File: config.mk
export PLATFORM = sky130hd
export DESIGN_NAME = input_conditioner
export DESIGN_NICKNAME = d
export VERILOG_FILES = /design/src/rtl/input_conditioner.sv
export SDC_FILE = /design/constraint.sdc
export NUM_CORES = 1
export LEC_CHECK = 0
export ABC_AREA = 1
export BUFFER_PORTS_ARGS = -buffer_cell sky130_fd_sc_hd__buf_2
export CORE_MARGIN = 4
export CORE_UTILIZATION = 40
export DETAILED_ROUTE_END_ITERATION = 16
export PLACE_DENSITY_LB_ADDON = 0.12
export SLEW_MARGIN = 5
export SYNTH_ARGS = -nofsm -noshare
export SYNTH_HDL_FRONTEND = slang
export SYNTH_SLANG_ARGS = --single-unit
File: constraint.sdc
create_clock -name clk_i -period 1.7 [get_ports clk_i]
set_clock_uncertainty 0.05 [all_clocks]
set_input_delay 0.34 -clock clk_i [delete_from_list [all_inputs] [get_ports clk_i]]
set_output_delay 0.34 -clock clk_i [all_outputs]
set_load 0.03 [all_outputs]
File: src/rtl/input_conditioner.sv
// Two-flop synchroniser, tick-sampled 3-deep debouncer and press event flags for board buttons and switches.
// Optional release pulses and release flags are built when INPUT_COND_RELEASE_EVT_EN is defined.
module input_conditioner #(
    parameter int NUM_BTN         = 5,
    parameter int NUM_SW          = 24,
    parameter int DEBOUNCE_CYCLES = 500000,
    parameter int CNT_W           = 20
) (
    input  logic               clk_i,
    input  logic               rst_n_i,
    input  logic [NUM_BTN-1:0] btn_raw_i,
    input  logic [NUM_SW-1:0]  sw_raw_i,
    input  logic [NUM_BTN-1:0] evt_clr_i,
    output logic [NUM_BTN-1:0] btn_lvl_o,
    output logic [NUM_SW-1:0]  sw_lvl_o,
    output logic [NUM_BTN-1:0] btn_press_o,
    output logic [NUM_BTN-1:0] btn_evt_o,
`ifdef INPUT_COND_RELEASE_EVT_EN
    output logic [NUM_BTN-1:0] btn_rel_o,
    output logic [NUM_BTN-1:0] btn_rel_evt_o,
`endif
    output logic               tick_o
);

    localparam int N = NUM_BTN + NUM_SW;
    localparam logic [CNT_W-1:0] TICK_MAX = CNT_W'(DEBOUNCE_CYCLES - 1);

    logic [N-1:0]       raw;
    logic [N-1:0]       s1;
    logic [N-1:0]       s2;
    logic [N-1:0]       h1;
    logic [N-1:0]       h0;
    logic [N-1:0]       lvl;
    logic [N-1:0]       lvl_nxt;
    logic [N-1:0]       stable;
    logic [CNT_W-1:0]   cnt;
    logic               tick;
    logic [NUM_BTN-1:0] btn_now;
    logic [NUM_BTN-1:0] btn_nxt;
    logic [NUM_BTN-1:0] rise;
    logic [NUM_BTN-1:0] press;
    logic [NUM_BTN-1:0] evt;

    assign raw = {sw_raw_i, btn_raw_i};

    always_ff @(posedge clk_i or negedge rst_n_i) begin
        if (!rst_n_i) begin
            s1 <= '0;
            s2 <= '0;
        end else begin
            s1 <= raw;
            s2 <= s1;
        end
    end

    always_ff @(posedge clk_i or negedge rst_n_i) begin
        if (!rst_n_i) begin
            cnt <= '0;
        end else if (tick) begin
            cnt <= '0;
        end else begin
            cnt <= cnt + CNT_W'(1);
        end
    end

    assign tick = (cnt == TICK_MAX);

    // A bit qualifies only when the last three tick samples agree.
    assign stable = ~(s2 ^ h1) & ~(h1 ^ h0);

    always_comb begin
        lvl_nxt = lvl;
        if (tick) begin
            lvl_nxt = (stable & s2) | (~stable & lvl);
        end
    end

    always_ff @(posedge clk_i or negedge rst_n_i) begin
        if (!rst_n_i) begin
            h1  <= '0;
            h0  <= '0;
            lvl <= '0;
        end else begin
            if (tick) begin
                h1 <= s2;
                h0 <= h1;
            end
            lvl <= lvl_nxt;
        end
    end

    assign btn_now = lvl[NUM_BTN-1:0];
    assign btn_nxt = lvl_nxt[NUM_BTN-1:0];
    assign rise    = btn_nxt & ~btn_now;

    always_ff @(posedge clk_i or negedge rst_n_i) begin
        if (!rst_n_i) begin
            press <= '0;
            evt   <= '0;
        end else begin
            press <= rise;
            evt   <= (evt & ~evt_clr_i) | rise;
        end
    end

`ifdef INPUT_COND_RELEASE_EVT_EN
    logic [NUM_BTN-1:0] fall;
    logic [NUM_BTN-1:0] rel;
    logic [NUM_BTN-1:0] rel_evt;

    assign fall = ~btn_nxt & btn_now;

    always_ff @(posedge clk_i or negedge rst_n_i) begin
        if (!rst_n_i) begin
            rel     <= '0;
            rel_evt <= '0;
        end else begin
            rel     <= fall;
            rel_evt <= (rel_evt & ~evt_clr_i) | fall;
        end
    end

    assign btn_rel_o     = rel;
    assign btn_rel_evt_o = rel_evt;
`endif

    assign btn_lvl_o   = btn_now;
    assign sw_lvl_o    = lvl[N-1:NUM_BTN];
    assign btn_press_o = press;
    assign btn_evt_o   = evt;
    assign tick_o      = tick;

endmodule

* Word-level counts from Yosys, hierarchy flattened *
Cells that the tools add are included.
W data, S select, Z words.

word-level totals
  memories = 0
  logic and storage cells = 27
  ROM bits = 0
  output and inout port bits = 40
  latch bits = 0
  RAM bits = 0
  flip-flop bits (word level) = 175
  bits of input ports = 36

operators by class
  div/mod/pow operators = 0
  shift operators = 0
  $lt $le $gt $ge = 0
  multipliers = 0
  reductions and logical operators = 0
  muxes and demuxes = 2
  add/sub/neg operators = 1
  bitwise gates (word level) = 14
  equality and inequality tests = 1

operators with widths
  cell                     count
  $and A29 B29 Y29         3
  $not A29 Y29             3
  $xor A29 B29 Y29         2
  $or A29 B29 Y29          1
  $add A20 B1 Y20 const B  1
  $eq A20 B19 Y1 const B   1
  $mux W20                 1
  $and A5 B5 Y5            2
  $not A5 Y5               2
  $mux W5                  1
  $or A5 B5 Y5             1

* Logic depth before layout (Yosys ltp) *
  depth after elaboration = 9
  depth in mapped cells = 9
  mapped depth without buffers = 9

* Least setup slack after synthesis *
No wires, ideal clock.

  kind = reg-to-output
  start = reg cnt[0]
  end = out tick_o
  arrival = 1.313 ns
  stages on the path, launching flop included = 8
  path slack = -0.003 ns
  data required time = 1.310 ns
  buffers on the path = 2
  cell sequence = dfrtp_1 -> ha_1 -> nand2_1 -> nor2_2 -> nand3_1 -> nor2_4 -> buf_6 -> buf_6

on the way
  longest elaborated chain between the ends = 1

ends and longest elaborated chain
  what                      RTL line  source
  start: declaration        36        logic [CNT_W-1:0] cnt;
  start signal: assignment  62        cnt <= cnt + CNT_W'(1);
  $eq A20 B19 Y1            66        assign tick = (cnt == TICK_MAX);
  end: declaration          22        output logic tick_o

No other way between the ends.

* Final worst setup path *
Same ends and word-level chain as after synthesis.

==> results_dict.tcl <==
set metrics [dict create \
    place_area_um2 7910 \
    cts_made_buffers 17 \
    antenna_found_initial 0 \
    tritoncts "yes" \
    diodes 0 \
    first_pass_iters 4 \
    io_pins 76 \
    rsz0062_at_grt "true" \
    drive_above_1_share 0.221 \
    syn_inst 723 \
    die-area_um2 19800 \
    clock_path_buffers 2 \
    area_growth_pct 34.0 \
    avgSynthCellArea_um2 9.74 \
    pwr_density_cell_nw_per_um2 892 \
    rows 48 \
    drtIter0Drc 247 \
    synth_seq_area_share 0.622 \
    max_freq_mhz 509 \
    hold_viol_final 0 \
    post-route-util 0.546 \
    synth_nets 760 \
    endpoint_kind "output pin" \
    ant_nets 0 \
    p_leak_nw 4.90 \
    gp_congestion 0.828 \
    status "finished, violations left" \
    fin_cells 1118 \
    grt_pass1_vias 5207 \
    crit_top_cell "nor2_4" \
    ys_warn_count 0 \
    grt_use_total 0.164 \
    crit_path_max_incr_delay_ps 400 \
    finalPower_mw 8.42 \
    worst_pin_slew_ps 346 \
    vias_per_cell 4.72 \
    grt-ovfl-total 0 \
    min_from "evt_clr_i[4]" \
    r2r_slack_ps -210 \
    clock-sinks 175 \
    start_kind "flop" \
    cts.reportedPaths.clkPinSlew_ps 70 \
    yosysUniqueCellTypes 23 \
    drv_cap 0 \
    die-height_um 141 \
    path_cells "ha_4, nand2_4, nor2_4, nand3_2, nor2_4, buf_6" \
    critPathMaxFanout 2 \
    dp.cells 1029 \
    cts_max_level 4 \
    drv_slew 0 \
    routed_wl_um 15700 \
    failed_checks "negative setup slack" \
    setup_violations 75 \
    grt_pass1_wl_um 26000 \
    dp_slack_ps -98.5 \
    max_slew_margin 0.769 \
    drt-wirelength-per-cell_um 14.1 \
    finalSetupTns_ps -11230 \
    fin_crit_ps 1960 \
    drc 0 \
    grt_max_degree 48 \
    timing.hold.ws_ps 93.0 \
    core_area_um2 17300 \
    vias 5273 \
    crit_arrival_ps 1570 \
    start_util 0.407 \
    cts_root_buffer "clkbuf_16" \
    worstSkewPairLatency_ps 420 \
    fin_ws_ps -264 \
    die_x_um 141 \
    io_buffers 75 \
    ir_worst_vdd_v 0.000674 \
    hold_path_class "primary input to flop" \
    fin_nets 918 \
    critPathKind "flop to output pin" \
    nFillCells 1520 \
    rr_worst_depth 11 \
    netlist_area_um2 7040 \
    dp_hpwl_um 9260 \
    holdPathStages 4 \
    reg2reg_from "cnt[0]$_DFF_PN0_" \
    design_area_um2 9440 \
    finalCritPeriodShare 1.16 \
    ys_seq_elements 175 \
    cp.required_ps 1310 \
    cpMaxStageDelayCell "dfrtp_1" \
    min_to "btn_evt_o[4]$_DFF_PN0_" \
]
logic make-up after synthesis:
logic type,count (synthesis),synth area share
AND/OR/NAND/NOR,319,0.191
flip-flops,175,0.622
buffers and inverters,100,0.0613
AO/OA/AOI/OAI,69,0.0508
XOR/XNOR,59,0.0734
adder cells (fa/ha/maj),1,0.00178
worst max-delay path, delay by kind of cell, from the launching register on:
family        cells  cell delay (ps)
simple gates      4              440
flops             1              400
fa+ha+maj         1              170
buf+inv           1              150
synthesized netlist by cell type:
cell / count / share of area
o31ai_1: 5 / 0.0053
nand2_2: 1 / 0.00089
nand3_1: 46 / 0.033
nor2_2: 2 / 0.0018
dfrtp_1: 175 / 0.62
nand4_1: 24 / 0.021
xnor2_1: 1 / 0.0012
nor2_1: 69 / 0.037
ha_1: 1 / 0.0018
buf_1: 1 / 0.00053
nand3_2: 1 / 0.0014
a21oi_1: 2 / 0.0014
buf_2: 14 / 0.0099
clkbuf_2: 1 / 0.00071
and2_1: 1 / 0.00089
nor2_4: 2 / 0.0032
inv_1: 77 / 0.041
buf_6: 5 / 0.0080
o21ai_0: 23 / 0.016
clkbuf_1: 2 / 0.0011
nand2_1: 173 / 0.092
o21ai_1: 39 / 0.028
xor2_1: 58 / 0.072
layout make-up:
cell class / count / area [um2] / area share
Tap cell: 225 / 282 / 0.0298
Inverter: 77 / 289 / 0.0306
Clock buffer: 18 / 439 / 0.0465
Multi-Input combinational cell: 448 / 2370 / 0.251
Sequential cell: 175 / 4380 / 0.464
Timing Repair Buffer: 162 / 1530 / 0.162
Clock inverter: 13 / 159 / 0.0168
worst max path at each step:
stage | cells past startpoint | from | endpoint
finish | 6 | cnt[0]$_DFF_PN0_ | tick_o
CTS | 6 | cnt[0]$_DFF_PN0_ | tick_o
detailed placement | 8 | cnt[1]$_DFF_PN0_ | h1[16]$_DFFE_PN0N_
floorplan | 7 | cnt[0]$_DFF_PN0_ | tick_o
global placement | 8 | cnt[1]$_DFF_PN0_ | h1[20]$_DFFE_PN0N_
global route | 6 | cnt[0]$_DFF_PN0_ | tick_o
power breakdown:
part / internal [mW] / leakage, nW / switching (mW) / total (mW)
registers: 4.23 / 2.30 / 0.0436 / 4.28
clock network: 2.23 / 0.284 / 1.67 / 3.91
logic: 0.110 / 2.32 / 0.126 / 0.236
timing repair:
item / CTS / global route
hold endpoints to repair: 52 / 0
cloned: 5 / 5
pin swaps: 6 / 8
hold buffers: 30 / 0
setup buffers: 13 / 6
gates resized for setup: 21 / 35
endpoints found under the setup margin: 73 / 107
routing by layer:
metal,part of all wire,global-route usage
met1,0.46,0.226
met2,0.49,0.261
met3,0.040,0.0410
met4,0.0077,0.0428
met5,0,0
placed cells by master (no fill, tap or decap), types with 22 or more instances in the layout:
master / instances
nand2_1: 171
nand3_1: 42
xor2_1: 58
nor2_1: 63
clkbuf_16: 22
dfrtp_1: 174
dlygate4sd3_1: 30
nand4_1: 24
inv_1: 75
buf_2: 73
buf_4: 31
o21ai_1: 29
No activity file was read; power rests on OpenSTA's default activity.
